<file path="src/rtl/prbs_frame_ctrl.sv">
// prbs_frame_ctrl: reseeds and gates prbs15 into fixed-length symbols/frames.
// Build option PRBS_RESEED_PER_SYM_EN reseeds the generator before every symbol.
module prbs_frame_ctrl #(
   parameter int LEN_W = 12,
   parameter int SYM_W = 8,
   parameter int GAP_W = 8
) (
   input  logic             prbs_clk,
   input  logic             prbs_rst_n,
   input  logic             start,
   input  logic             abort,
   input  logic [LEN_W-1:0] cfg_sym_len,
   input  logic [SYM_W-1:0] cfg_num_sym,
   input  logic [GAP_W-1:0] cfg_gap,
   input  logic             dout_ready,
   output logic             gen_rst_n,
   output logic             trig_en,
   output logic             sym_first,
   output logic             sym_last,
   output logic [SYM_W-1:0] sym_idx,
   output logic             frame_done,
   output logic             busy,
   output logic             cfg_err
);

`ifdef PRBS_RESEED_PER_SYM_EN
   localparam logic PER_SYM = 1'b1;
`else
   localparam logic PER_SYM = 1'b0;
`endif

   typedef enum logic [2:0] {
      S_IDLE,
      S_RESEED,
      S_RUN,
      S_GAP,
      S_DONE
   } state_t;

   state_t           state_q, state_d;
   logic [LEN_W-1:0] len_q, len_d;
   logic [LEN_W-1:0] bit_cnt_q, bit_cnt_d;
   logic [SYM_W-1:0] num_q, num_d;
   logic [SYM_W-1:0] sym_cnt_q, sym_cnt_d;
   logic [SYM_W-1:0] sym_idx_q, sym_idx_d;
   logic [GAP_W-1:0] gap_q, gap_d;
   logic [GAP_W-1:0] gap_cnt_q, gap_cnt_d;
   logic             sym_first_q, sym_first_d;
   logic             sym_last_q, sym_last_d;
   logic             cfg_err_q, cfg_err_d;
   logic             trig, reseed_n, done;
   logic             bit_end, sym_end, gap_end, cfg_ok;

   assign bit_end = (bit_cnt_q == len_q - LEN_W'(1));
   assign sym_end = (sym_cnt_q == num_q - SYM_W'(1));
   assign gap_end = (gap_cnt_q == gap_q - GAP_W'(1));
   assign cfg_ok  = (cfg_sym_len != '0) && (cfg_num_sym != '0);

   always_comb begin
      state_d     = state_q;
      len_d       = len_q;
      num_d       = num_q;
      gap_d       = gap_q;
      bit_cnt_d   = bit_cnt_q;
      sym_cnt_d   = sym_cnt_q;
      gap_cnt_d   = gap_cnt_q;
      sym_idx_d   = sym_idx_q;
      sym_first_d = 1'b0;
      sym_last_d  = 1'b0;
      cfg_err_d   = 1'b0;
      trig        = 1'b0;
      reseed_n    = 1'b1;
      done        = 1'b0;

      unique case (state_q)
         S_IDLE: begin
            if (start) begin
               if (cfg_ok) begin
                  len_d     = cfg_sym_len;
                  num_d     = cfg_num_sym;
                  gap_d     = cfg_gap;
                  bit_cnt_d = '0;
                  sym_cnt_d = '0;
                  gap_cnt_d = '0;
                  sym_idx_d = '0;
                  state_d   = S_RESEED;
               end else begin
                  cfg_err_d = 1'b1;
               end
            end
         end
         S_RESEED: begin
            if (abort) begin
               state_d   = S_IDLE;
               sym_idx_d = '0;
            end else begin
               reseed_n = 1'b0;
               state_d  = S_RUN;
            end
         end
         S_RUN: begin
            trig = dout_ready & ~abort;
            if (abort) begin
               state_d   = S_IDLE;
               sym_idx_d = '0;
            end else if (trig) begin
               // markers ride one cycle behind to meet the generator output
               sym_first_d = (bit_cnt_q == '0);
               sym_last_d  = bit_end;
               sym_idx_d   = sym_cnt_q;
               bit_cnt_d   = bit_cnt_q + LEN_W'(1);
               if (bit_end) begin
                  bit_cnt_d = '0;
                  if (sym_end) begin
                     state_d = S_DONE;
                  end else begin
                     sym_cnt_d = sym_cnt_q + SYM_W'(1);
                     gap_cnt_d = '0;
                     if (gap_q != '0) begin
                        state_d = S_GAP;
                     end else if (PER_SYM) begin
                        state_d = S_RESEED;
                     end
                  end
               end
            end
         end
         S_GAP: begin
            if (abort) begin
               state_d   = S_IDLE;
               sym_idx_d = '0;
            end else begin
               gap_cnt_d = gap_cnt_q + GAP_W'(1);
               if (gap_end) begin
                  state_d = PER_SYM ? S_RESEED : S_RUN;
               end
            end
         end
         S_DONE: begin
            done    = 1'b1;
            state_d = S_IDLE;
            if (abort) begin
               sym_idx_d = '0;
            end
         end
         default: begin
            state_d = S_IDLE;
         end
      endcase
   end

   always_ff @(posedge prbs_clk or negedge prbs_rst_n) begin
      if (!prbs_rst_n) begin
         state_q     <= S_IDLE;
         len_q       <= '0;
         num_q       <= '0;
         gap_q       <= '0;
         bit_cnt_q   <= '0;
         sym_cnt_q   <= '0;
         gap_cnt_q   <= '0;
         sym_idx_q   <= '0;
         sym_first_q <= 1'b0;
         sym_last_q  <= 1'b0;
         cfg_err_q   <= 1'b0;
      end else begin
         state_q     <= state_d;
         len_q       <= len_d;
         num_q       <= num_d;
         gap_q       <= gap_d;
         bit_cnt_q   <= bit_cnt_d;
         sym_cnt_q   <= sym_cnt_d;
         gap_cnt_q   <= gap_cnt_d;
         sym_idx_q   <= sym_idx_d;
         sym_first_q <= sym_first_d;
         sym_last_q  <= sym_last_d;
         cfg_err_q   <= cfg_err_d;
      end
   end

   assign gen_rst_n  = reseed_n;
   assign trig_en    = trig;
   assign sym_first  = sym_first_q;
   assign sym_last   = sym_last_q;
   assign sym_idx    = sym_idx_q;
   assign frame_done = done;
   assign busy       = (state_q != S_IDLE);
   assign cfg_err    = cfg_err_q;

endmodule

</file>
<file path="config.mk">
export PLATFORM = sky130hd
export DESIGN_NAME = prbs_frame_ctrl
export DESIGN_NICKNAME = d
export VERILOG_FILES = /design/src/rtl/prbs_frame_ctrl.sv
export SDC_FILE = /design/constraint.sdc
export NUM_CORES = 1
export LEC_CHECK = 0
export ABC_AREA = 1
export BUFFER_PORTS_ARGS = -buffer_cell sky130_fd_sc_hd__buf_4
export CAP_MARGIN = 10
export CORE_MARGIN = 10
export CORE_UTILIZATION = 30
export DETAILED_ROUTE_END_ITERATION = 8
export GPL_ROUTABILITY_DRIVEN = 1
export SETUP_SLACK_MARGIN = 0.05
export SKIP_LAST_GASP = 1
export SLEW_MARGIN = 20
export SYNTH_ARGS = -nofsm -noshare
export SYNTH_HDL_FRONTEND = slang
export SYNTH_SLANG_ARGS = --single-unit
</file>
<file path="constraint.sdc">
create_clock -name prbs_clk -period 3.1 [get_ports prbs_clk]
set_input_delay 0.62 -clock prbs_clk [delete_from_list [all_inputs] [get_ports prbs_clk]]
set_output_delay 0.62 -clock prbs_clk [all_outputs]
set_load 0.03 [all_outputs]
</file>
# --- After elaboration in Yosys (flattened, before gate mapping) ---
# Cells that the tools add are included.
# W data, S select, Z words.
word_totals:
  register_bits: 70
  in_bits: 33
  output_inout_bits: 15
  word_cells: 102
op_classes:
  add_sub_neg: 6
  eq_ne: 19
  mux: 47
  bitwise: 2
  n_reduce_logical: 17
ops:
  columns: ["operator", "n"]
  rows:
  - ["$mux W8", 14]
  - ["$mux W12", 5]
  - ["$pmux W8 S3", 2]
  - ["$mux W3", 9]
  - ["$pmux W12 S2", 1]
  - ["$add A8 B1 Y8 const B", 2]
  - ["$eq A8 B8 Y1", 2]
  - ["$pmux W8 S2", 1]
  - ["$reduce_bool A8 Y1", 2]
  - ["$sub A8 B1 Y8 const B", 2]
  - ["$ne A2 B2 Y1 const B", 7]
  - ["$mux W1", 13]
  - ["$add A12 B1 Y12 const B", 1]
  - ["$eq A12 B12 Y1", 1]
  - ["$logic_not A12 Y1", 1]
  - ["$pmux W3 S4", 1]
  - ["$reduce_bool A12 Y1", 1]
  - ["$sub A12 B1 Y12 const B", 1]
  - ["$reduce_and A5 Y1", 2]
  - ["$ne A3 B3 Y1 const B", 3]
  - ["$reduce_bool A3 Y1", 3]
  - ["$reduce_and A8 Y1", 1]
  - ["$reduce_and A7 Y1", 1]
  - ["$eq A3 B2 Y1 const B", 2]
  - ["other kinds (13)", 13]

# --- Longest topological paths before layout ---
logic_depth:
  word_depth: 7
  ltp_mapped: 16
  mapped_depth_nobuf: 16

# --- Worst setup path after synthesis ---
# Ideal clock, no wire load.
synth_timing:
  kind: "reg-to-reg"
  start: "register state_q[2]"
  end: "register num_q[0]"
  setup_ps: 124
  arrival_time_ps: 1916
  t_required_ps: 2976
  slack_ps: 1060
  stages_incl_launch_ff: 13
  n_path_buf: 2
  synth_period_minus_slack_ps: 2040
  cell_sequence: "dfrtp_1 > nor3_4 > inv_2 > nor2_4 > inv_2 > nor2_4 > nor2_2 > nor2_8 > nand2_2 > buf_6 > buf_6 > nor2_1 > a21oi_2"
synth_via:
  elab_chain_cells: 2
synth_lines:
  columns: ["element", "line_no", "text"]
  rows:
  - ["from (decl)", "40", "state_t state_q, state_d;"]
  - ["from (signal assigned)", "166", "state_q <= state_d;"]
  - ["$logic_not A3 Y1", "75", "unique case (state_q)"]
  - ["$reduce_and A3 Y1 (no line)", null, null]
  - ["to (signal assigned)", "168", "num_q <= num_d;"]
  - ["to (decl)", "43", "logic [SYM_W-1:0] num_q, num_d;"]
# No other way between the ends.
# A chain may end at the register's enable or synchronous reset.

# --- Worst setup path after layout ---
layout_timing:
  start: "register num_q[0]"
  end: "register gap_cnt_q[7]"
layout_via:
  elab_chain_cells: 4
layout_lines:
  columns: ["element", "line_no", "text"]
  rows:
  - ["$sub A8 B1 Y8", "55", "assign sym_end = (sym_cnt_q == num_q - SYM_W'(1));"]
  - ["$eq A8 B8 Y1", "55", null]
  - ["$ne A2 B2 Y1 (no line)", null, null]
  - ["$reduce_and A8 Y1 (no line)", null, null]
  - ["to (signal assigned)", "172", "gap_cnt_q <= gap_cnt_d;"]
  - ["to (decl)", "47", "logic [GAP_W-1:0] gap_cnt_q, gap_cnt_d;"]
# No other way between the ends.

==> results.py <==
metrics = {
    "logic_synthesis": {
        "syn_area_um2": 4500,
        "postSynthAreaPerCell_um2": 7.00,
        "muxShareOfSynthArea_pct": 0,
        "synth-xor-area-share_pct": 4.48,
        "synth-compound-area-share_pct": 7.65,
        "synth_fa_ha_area_share_pct": 1.95,
        "synthSimpleGateAreaFrac_pct": 37.8,
        "yosysUniqueCellTypes": 34,
        "synth_top_family_by_area": "simple AND/OR/NAND/NOR gates",
        "synthCells": 643,
        "ys_seq_elements": 70,
        "synth_nets": 683,
        "ys.warnings.count": 0,
        "seq_area_frac_synth_pct": 38.9,
    },
    "clock_network": {
        "cts_setup_buffers": 0,
        "htreeDepth": 3,
        "clock_tree.buffer_depth": 2,
        "cts_resized": 0,
        "cts_sinks": 70,
        "holdBufCountCts": 0,
        "clk_pin_slew_ns": 0.06,
        "cts_root_buf": "clkbuf_16",
        "cts_buffers": 9,
        "clk-insertion-delay-late_ns": 0.35,
        "cts_tree": "done",
    },
    "sta": {
        "slew-limit-headroom_pct": 39.4,
        "setup_violations": 0,
        "max_clock_freq_ghz": 0.410,
        "hold_viol": 0,
        "tns_ns": 0,
        "grt_setup_unrepaired": "false",
        "fin_crit_ns": 2.44,
        "finClkSkew_ns": 0.00875,
        "hold_slack_ns": 0.412,
        "drv_slew": 0,
        "tightestPinTransition_ns": 0.909,
        "fin_crit_sh_pct": 78.7,
    },
    "final_layout": {
        "drive_above_1_share_pct": 13.8,
        "multi_input_area_um2": 2330,
        "diodes": 0,
        "fillCellCount": 1545,
        "syn2layout_area_growth_pct": 17.9,
        "nets": 729,
        "seqCellArea_um2": 1750,
        "fin_util_pct": 36.3,
    },
    "floorplan": {
        "die_w_um": 142,
        "start_util_pct": 30.8,
        "die_h_um": 142,
        "ios": 48,
        "dieArea_um2": 20300,
        "core_um2": 14600,
        "rows": 44,
    },
    "flow_run": {
        "max-cap-violations": 0,
    },
    "critical_path": {
        "worstSetupPathDepth": 13,
        "endpoint_kind": "flip-flop",
        "cp_max_fo": 12,
        "path_buf_inv": 2,
        "cp-startpoint": "num_q[0]",
        "crit_chain": "inv_1 > ha_1 > nand2_1 > nor2_1 > nand3b_1 > nand2_1 > nor2_1 > nor2_1 > nand4_1 > nand3_1 > inv_1 > nand2_1 > nand2_1",
        "timing.rr.start": "num_q[0]",
        "r2r_slack_ns": 0.66,
        "worstPathRequired_ns": 3.34,
        "crit_path_end": "gap_cnt_q[7]",
        "cpPeakStageDelay_ns": 0.39,
        "cp_data_arrival_time_ns": 2.68,
        "crit_family": "simple AND/OR/NAND/NOR gates",
        "criticalPathCategory": "flip-flop to flip-flop",
        "r2r_cells": 13,
        "rr_endpoint": "gap_cnt_q[7]",
        "worst_path_most_repeated_cell": "nand2_1",
        "cp_slowest_cell": "nand3_1",
        "cp-start-kind": "flip-flop",
    },
    "grt": {
        "grt_pass1_vias": 3847,
        "grt.overflow.total": 0,
        "met1_usage_pct": 15.4,
        "grt_max_degree": 71,
        "grt_pass1_wl_um": 19000,
        "grtUsageMet2_pct": 16.9,
        "gr-usage-met3_pct": 3.37,
        "antenna_found_initial": 0,
        "grt.total_usage_pct": 11.5,
        "top_usage_layer": "met2",
    },
    "drt": {
        "vias": 3997,
        "final_antenna_net_count": 0,
        "dr.pass1.iters": 5,
        "drcViolationCount": 0,
        "wl_per_cell_um": 12.8,
        "drtIter0Drc": 209,
        "wl_um": 11300,
        "vias_per_cell": 4.55,
    },
    "place": {
        "hpwl_um": 8610,
        "port_buffers": 47,
        "globalplace.congestion": 0.841,
    },
    "worst_hold_path": {
        "hold_class": "input pin to asynchronous set/reset pin",
    },
    "status": {
        "outcome": "completed",
    },
    "power": {
        "power_density_nw_per_um2": 816,
        "ir_drop_mv": 0.389,
        "p_total_uw": 4330,
        "power.leakage_uw": 0.00263,
    },
}
==> cell type report <==
type                    instances  area share [%]
well taps                     184            4.34
repair buffers                 50            7.08
clock buffers                   9            4.25
inverters                      84            5.95
multi-input cells             474            44.0
flip-flops and latches         70            33.0
clock inverters                 7            1.37
==> registers in the layout, summed over array words and instances (netlist names) <==
name       count
bit_cnt_q     12
cfg_err        1
gap_cnt_q      8
gap_q          8
len_q         12
num_q          8
state_q        3
sym_cnt_q      8
sym_first      1
sym_idx        8
sym_last       1
==> how the worst min path moves through the flow <==
stage,slack (ns),startpoint,endpoint
6_report,0.41,prbs_rst_n,bit_cnt_q[9]
4_1_cts,0.45,prbs_rst_n,bit_cnt_q[9]
2_1_floorplan,0.32,prbs_rst_n,bit_cnt_q[0]
3_5_place_dp,0.47,sym_idx[1],sym_idx[1]
3_3_place_gp,0.47,sym_idx[0],sym_idx[0]
5_1_grt,0.50,prbs_rst_n,bit_cnt_q[9]
==> layer usage <==
layer | up-vias | wire length [um] | part of all wire [%]
met4 | 0 | 189 | 1.7
met1 | 1776 | 5590 | 50
met5 | - | 0 | 0
li1 | 2130 | - | -
met3 | 12 | 643 | 5.7
met2 | 79 | 4840 | 43
==> cell usage in the layout (no fill, tap or decap), types with 13 or more instances in the layout <==
| cell type | count |
|---|---|
| dfrtp_1 | 70 |
| buf_4 | 50 |
| inv_1 | 81 |
| nor2_1 | 80 |
| xor2_1 | 15 |
| nand2_1 | 197 |
| o21ai_0 | 20 |
| nor3_1 | 15 |
| nand4_1 | 13 |
| nand3_1 | 53 |
==> where the power goes <==
part	switching, uW	total, uW	internal, uW
clock network	412	1040	623
logic	1250	1900	655
registers	250	1390	1140
total	1910	4330	2420
==> through the flow <==
stage	setup WS (ns)	area, um^2	std cells
2_1_floorplan	1.06	4500	643
3_3_place_gp	0.600	5000	862
3_5_place_dp	0.584	5000	862
4_1_cts	0.600	5300	878
5_1_grt	0.282	5300	878
6_report	0.659	5300	878
==> kinds of logic (layout without fill, tap and decap cells) <==
kind of cell / count (synthesis) / after routing
DFF: 70 / 70
AOI/OAI and AO/OA: 56 / 56
xor gates and xnor gates: 23 / 23
buffers and inverters: 99 / 150
adders and majority gates: 7 / 7
and+or+nand+nor: 388 / 388
==> worst register-to-register path, stage by stage (launching register included) <==
cell and delay [ns]:
dfrtp_1 0.38, inv_1 0.17, ha_1 0.22, nand2_1 0.07, nor2_1 0.23, nand3b_1 0.12
nand2_1 0.10, nor2_1 0.04, nor2_1 0.14, nand4_1 0.15, nand3_1 0.39, inv_1 0.18
nand2_1 0.09, nand2_1 0.05
==> cell usage after synthesis, drive strengths merged <==
cell | count | area [um^2]
nand4 | 13 | 81.3
ha | 7 | 87.6
nand2 | 199 | 752
nor3 | 16 | 91.3
a21oi | 17 | 126
xor2 | 15 | 131
inv | 84 | 315
xnor2 | 8 | 70.1
dfrtp | 70 | 1750
o211ai | 1 | 7.51
and2 | 1 | 6.26
clkbuf | 3 | 11.3
nand3b | 6 | 45.0
nand3 | 54 | 275
and3 | 1 | 6.26
o31ai | 8 | 60.1
nor4 | 5 | 31.3
or2 | 6 | 37.5
nor2 | 87 | 373
buf | 12 | 87.6
o21ai | 30 | 150
No activity file was read; power rests on OpenSTA's default activity.
